<file path="src/rtl/lstm_state_feedback.sv">
// Recurrent-state sequencer for an LSTM layer: gathers x_t, issues {h,x} to the
// front-end multiply stage and captures h_t/c_t returned by the back-stage nodes.
module lstm_state_feedback #(
  parameter  int H_NUM = 4,
  parameter  int X_NUM = 4,
  parameter  int DW    = 16,
  parameter  int T_MAX = 8,
  localparam int TW    = $clog2(T_MAX + 1)
) (
  input  logic                       clock,
  input  logic                       reset,
  input  logic                       start,
  input  logic [TW-1:0]              seq_len,
  input  logic                       x_valid,
  output logic                       x_ready,
  input  logic [X_NUM*DW-1:0]        x_in,
  output logic                       hx_valid,
  input  logic                       hx_ready,
  output logic [(H_NUM+X_NUM)*DW-1:0] hx_vec,
  input  logic                       back_valid,
  input  logic [H_NUM*DW-1:0]        h_in,
  input  logic [H_NUM*DW-1:0]        c_in,
  output logic [H_NUM*DW-1:0]        c_recu,
  output logic [TW-1:0]              t_idx,
  output logic                       busy,
  output logic                       done,
  output logic [H_NUM*DW-1:0]        h_final,
  output logic                       err
);

  typedef enum logic [2:0] {IDLE, WAIT_X, ISSUE, WAIT_H, DONE} state_t;

  state_t                r_state, w_next;
  logic [H_NUM*DW-1:0]   r_h, r_c, r_hfinal;
  logic [X_NUM*DW-1:0]   r_x;
  logic [TW-1:0]         r_t, r_len, w_len;
  logic                  r_err;
  logic                  w_last;

  // Length 0 runs one step; oversize requests saturate at T_MAX.
  always_comb begin
    w_len = seq_len;
    if (seq_len == '0)
      w_len = TW'(1);
    else if (seq_len > TW'(T_MAX))
      w_len = TW'(T_MAX);
  end

  assign w_last = (r_t == r_len - TW'(1));

  always_ff @(posedge clock) begin
    if (reset) r_state <= IDLE;
    else       r_state <= w_next;
  end

  always_comb begin
    w_next   = r_state;
    x_ready  = 1'b0;
    hx_valid = 1'b0;
    done     = 1'b0;
    case (r_state)
      IDLE:   if (start) w_next = WAIT_X;
      WAIT_X: begin
        x_ready = 1'b1;
        if (x_valid) w_next = ISSUE;
      end
      ISSUE: begin
        hx_valid = 1'b1;
        if (hx_ready) w_next = WAIT_H;
      end
      WAIT_H: if (back_valid) w_next = w_last ? DONE : WAIT_X;
      DONE: begin
        done   = 1'b1;
        w_next = IDLE;
      end
      default: w_next = IDLE;
    endcase
  end

  always_ff @(posedge clock) begin
    if (reset) begin
      r_h      <= '0;
      r_c      <= '0;
      r_x      <= '0;
      r_hfinal <= '0;
      r_t      <= '0;
      r_len    <= '0;
      r_err    <= 1'b0;
    end else begin
      case (r_state)
        IDLE: if (start) begin
          r_h   <= '0;
          r_c   <= '0;
          r_t   <= '0;
          r_len <= w_len;
          r_err <= 1'b0;
        end
        WAIT_X: if (x_valid) r_x <= x_in;
        WAIT_H: if (back_valid) begin
          r_h <= h_in;
          r_c <= c_in;
          if (!w_last) r_t <= r_t + TW'(1);
        end
        DONE:    r_hfinal <= r_h;
        default: ;
      endcase
      // Stray node output outside WAIT_H wins over the clear from a same-cycle start.
      if (back_valid && r_state != WAIT_H) r_err <= 1'b1;
    end
  end

  assign hx_vec  = {r_h, r_x};
  assign c_recu  = r_c;
  assign t_idx   = r_t;
  assign busy    = (r_state != IDLE);
  assign h_final = r_hfinal;
  assign err     = r_err;

endmodule
</file>
<file path="config.mk">
export PLATFORM = sky130hd
export DESIGN_NAME = lstm_state_feedback
export DESIGN_NICKNAME = d
export VERILOG_FILES = /design/src/rtl/lstm_state_feedback.sv
export SDC_FILE = /design/constraint.sdc
export NUM_CORES = 1
export LEC_CHECK = 0
export ABC_AREA = 1
export ABC_CLOCK_PERIOD_IN_PS = 1450
export BUFFER_PORTS_ARGS = -buffer_cell sky130_fd_sc_hd__clkbuf_2
export CORE_AREA = 2 2 180 182
export DETAILED_ROUTE_END_ITERATION = 16
export DIE_AREA = 0 0 182 184
export PLACE_DENSITY = 0.73
export SYNTH_ARGS = -nofsm -noshare
export SYNTH_HDL_FRONTEND = slang
export SYNTH_SLANG_ARGS = --single-unit
export TNS_END_PERCENT = 5
</file>
<file path="constraint.sdc">
create_clock -name clock -period 1.45 [get_ports clock]
set_input_delay 0.2175 -clock clock [delete_from_list [all_inputs] [get_ports clock]]
set_output_delay 0.2175 -clock clock [all_outputs]
set_load 0.02 [all_outputs]
</file>
==> results.sh <==
export IMPL_grt_start_max_net_pins=96
export IMPL_fillers=2601
export IMPL_finalHoldViolations=0
export IMPL_globalRouteOverflowTotal=0
export IMPL_p_leak_nw=7.81
export IMPL_synth_fp_nets=1446
export IMPL_first_global_vias=11800
export IMPL_period_share=1.13
export IMPL_clk_pin_slew_ps=60
export IMPL_critPathCaptureType="output port"
export IMPL_synthToLayoutAreaGrowth_pct=67.1
export IMPL_arrival_ps=1420
export IMPL_timing_hold_worst_path_depth=3
export IMPL_ys_types=26
export IMPL_layout_drive_gt1_share=0.432
export IMPL_num_vias=11700
export IMPL_post_detailed_route_count_of_antenna_violating_nets=0
export IMPL_cts_sinks=268
export IMPL_unrepaired_setup_endpoints_after_global_routing="true"
export IMPL_root_buffer="sky130_fd_sc_hd__clkbuf_16"
export IMPL_min_period_ps=1640
export IMPL_cp_cell_sequence="inv_4 > nor2_4 > nand2_2 > buf_6 > inv_4 > buf_8"
export IMPL_max_slew_margin=0.720
export IMPL_worst_path_max_fanout=3
export IMPL_hp_class="in2reg"
export IMPL_cp_required_ps=1230
export IMPL_outcome="finished, violations left"
export IMPL_cts_max_level=1
export IMPL_io_buffer_count=466
export IMPL_num_nets_final=2135
export IMPL_holdPathEnd="r_state[2]"
export IMPL_timing_final_setup_violations=163
export IMPL_critical_path_startpoint_type="flop"
export IMPL_power_dens_cells_mw_per_mm2=1770
export IMPL_total_power_mw=30.4
export IMPL_die_x_um=182
export IMPL_drt_iter0_markers=629
export IMPL_layout_cells_most_common="sky130_fd_sc_hd__clkbuf_2"
export IMPL_synth_area_mm2=0.0103
export IMPL_avgRoutedWirePerCell_um=17.9
export IMPL_clock_insertion_delay_at_the_later_pin_of_the_skew_report_ps=540
export IMPL_via_per_inst=4.97
export IMPL_ys_warn_count=0
export IMPL_detailedRoute_firstPassIterationCount=5
export IMPL_achievable_frequency_ghz=0.611
export IMPL_place_ws_ps=-172
export IMPL_critPathSlowestCell="sky130_fd_sc_hd__dfxtp_4"
export IMPL_die_height_um=184
export IMPL_place_gp_congestion=0.833
export IMPL_r2r_end="t_idx[2]"
export IMPL_skew_ps=6.18
export IMPL_critPathKind="reg2out"
export IMPL_postSynthCellCount=1242
export IMPL_fin_util=0.547
export IMPL_worst_r2r_startpoint="r_len[1]"
export IMPL_timing_final_ws_setup_ps=-186
export IMPL_grt_pass1_wl_mm=60.8
export IMPL_fin_worst_hold_slack_ps=115
export IMPL_syn_area_per_cell_um2=8.28
export IMPL_diodes=0
export IMPL_antenna_found_initial=0
export IMPL_floorplan_initialDensity=0.328
export IMPL_cts_tree="built"
export IMPL_violated_checks="negative setup slack"
export IMPL_cts_root_to_sink_buffers=3
export IMPL_ff2ff_path_depth=13
export IMPL_critical_path_max_stage_delay_ps=380
export IMPL_synth_ff_latch_count=268
export IMPL_leading_cell_types_in_the_layout_fill_and_taps_excluded="sky130_fd_sc_hd__clkbuf_2 (460), sky130_fd_sc_hd__nor2_1 (375), sky130_fd_sc_hd__dfxtp_1 (261)"
export IMPL_peakVddDrop_mv=1.14
export IMPL_crit_top_cell="sky130_fd_sc_hd__inv_4"
export IMPL_report_final_slew_viol_count=0
export IMPL_io_pin_count=467
export IMPL_wl_mm=42.0
export IMPL_synth_seq_area_share=0.522
export IMPL_place_detailed_hpwl_mm=24.8
export IMPL_tritoncts_num_buffers=29
export IMPL_slew_at_the_pin_closest_to_its_max_slew_limit_ps=420
export IMPL_design_die_area_mm2=0.0335
export IMPL_route_detailed_drc=0
export IMPL_design_core_area_mm2=0.0314
export IMPL_worstHoldStart="reset"
export IMPL_cap_violations=0
export IMPL_grt_usage=0.224
export IMPL_num_rows=65
export IMPL_worst_r2r_setup_slack_ps=-170
## metrics by stage
step	area (um^2)	instances	setup TNS (ps)
global route	17200	2353	-24680
finish	17200	2353	-11450
CTS	16600	2342	-16340
global placement	13400	2085	-909
floorplan	10300	1242	-1260
detailed placement	13400	2085	-6320
## layer usage
layer	share of wire	GRT usage	vias up
li1	-	-	5480
met1	0.38	0.242	5477
met2	0.50	0.414	594
met3	0.077	0.0529	133
met4	0.040	0.101	0
met5	0	0	-
## worst max-delay path: cells and delay by family, from the launching register on
family / cells / cell delay, ps
flip-flops: 1 / 380
AND/OR/NAND/NOR: 2 / 180
buffers and inverters: 4 / 330
## logic make-up (layout without fill, tap and decap cells)
family	after synthesis	in the layout	share of synthesized area
AND/OR/NAND/NOR	448	448	0.166
AO/OA/AOI/OAI	396	396	0.237
flip-flops	268	268	0.522
buffers and inverters	123	832	0.0678
adder cells (fa/ha/maj)	2	2	0.00243
XOR/XNOR	5	5	0.00426
## repair_timing
| action | in CTS | in global routing |
|---|---|---|
| pin swaps | 35 | 40 |
| endpoints found under the setup margin | 182 | 231 |
| hold endpoints to repair | 197 | 0 |
| gates resized for setup | 58 | 131 |
| cloned | 1 | 6 |
| setup buffers | 9 | 5 |
| hold buffers | 197 | 0 |
## power breakdown
group	switching, mW	leakage (nW)	total (mW)	internal, mW
clock	3.00	0.485	7.51	4.50
combinational	7.62	5.13	12.7	5.03
sequential	1.22	2.19	10.2	8.99
## layout make-up
class / instances / area (um^2) / area share
Timing Repair Buffer: 756 / 5540 / 0.322
Sequential cell: 268 / 5380 / 0.313
Multi-Input combinational cell: 851 / 4670 / 0.271
Clock buffer: 42 / 875 / 0.0509
Tap cell: 402 / 503 / 0.0293
Inverter: 25 / 126 / 0.00735
Clock inverter: 9 / 101 / 0.00590
## Yosys cell counts
cell type                    n  area [um^2]
sky130_fd_sc_hd__a211oi_1    1         7.51
sky130_fd_sc_hd__a21oi_1    14         70.1
sky130_fd_sc_hd__a21oi_2   120         1050
sky130_fd_sc_hd__a22oi_1     2         15.0
sky130_fd_sc_hd__buf_1       1         3.75
sky130_fd_sc_hd__buf_2      23          115
sky130_fd_sc_hd__buf_4       4         30.0
sky130_fd_sc_hd__buf_6      25          282
sky130_fd_sc_hd__clkbuf_1   44          165
sky130_fd_sc_hd__clkbuf_4    1         7.51
sky130_fd_sc_hd__dfxtp_1   268         5370
sky130_fd_sc_hd__ha_1        2         25.0
sky130_fd_sc_hd__inv_1      20         75.1
sky130_fd_sc_hd__inv_2       5         18.8
sky130_fd_sc_hd__nand2_1    33          124
sky130_fd_sc_hd__nand2_2     3         18.8
sky130_fd_sc_hd__nand3_1     8         40.0
sky130_fd_sc_hd__nand3b_1    1         7.51
sky130_fd_sc_hd__nor2_1    399         1500
sky130_fd_sc_hd__nor2_2      3         18.8
sky130_fd_sc_hd__nor3_1      1         5.00
sky130_fd_sc_hd__o211ai_1    1         7.51
sky130_fd_sc_hd__o21ai_0   133          666
sky130_fd_sc_hd__o21ai_1   125          626
sky130_fd_sc_hd__xnor2_1     2         17.5
sky130_fd_sc_hd__xor2_1      3         26.3
## how the worst max path moves through the flow
stage | from | to | slack, ps | cells past startpoint
global placement | r_len[1] | t_idx[1] | -130 | 14
finish | r_state[0] | x_ready | -190 | 6
global route | r_state[0] | r_state[1] | -260 | 13
floorplan | r_state[1] | r_h[35] | -10 | 10
CTS | r_state[0] | done | -220 | 5
detailed placement | r_len[1] | t_idx[2] | -170 | 13
## flip-flops by register name, indices dropped and copies added, names as in the netlist
| name | cells |
|---|---|
| r_len | 4 |
| t_idx | 4 |
| err | 1 |
| r_state | 3 |
| c_recu | 64 |
| r_x | 64 |
| r_h | 64 |
| h_final | 64 |
(Power assumes the default switching activity.)
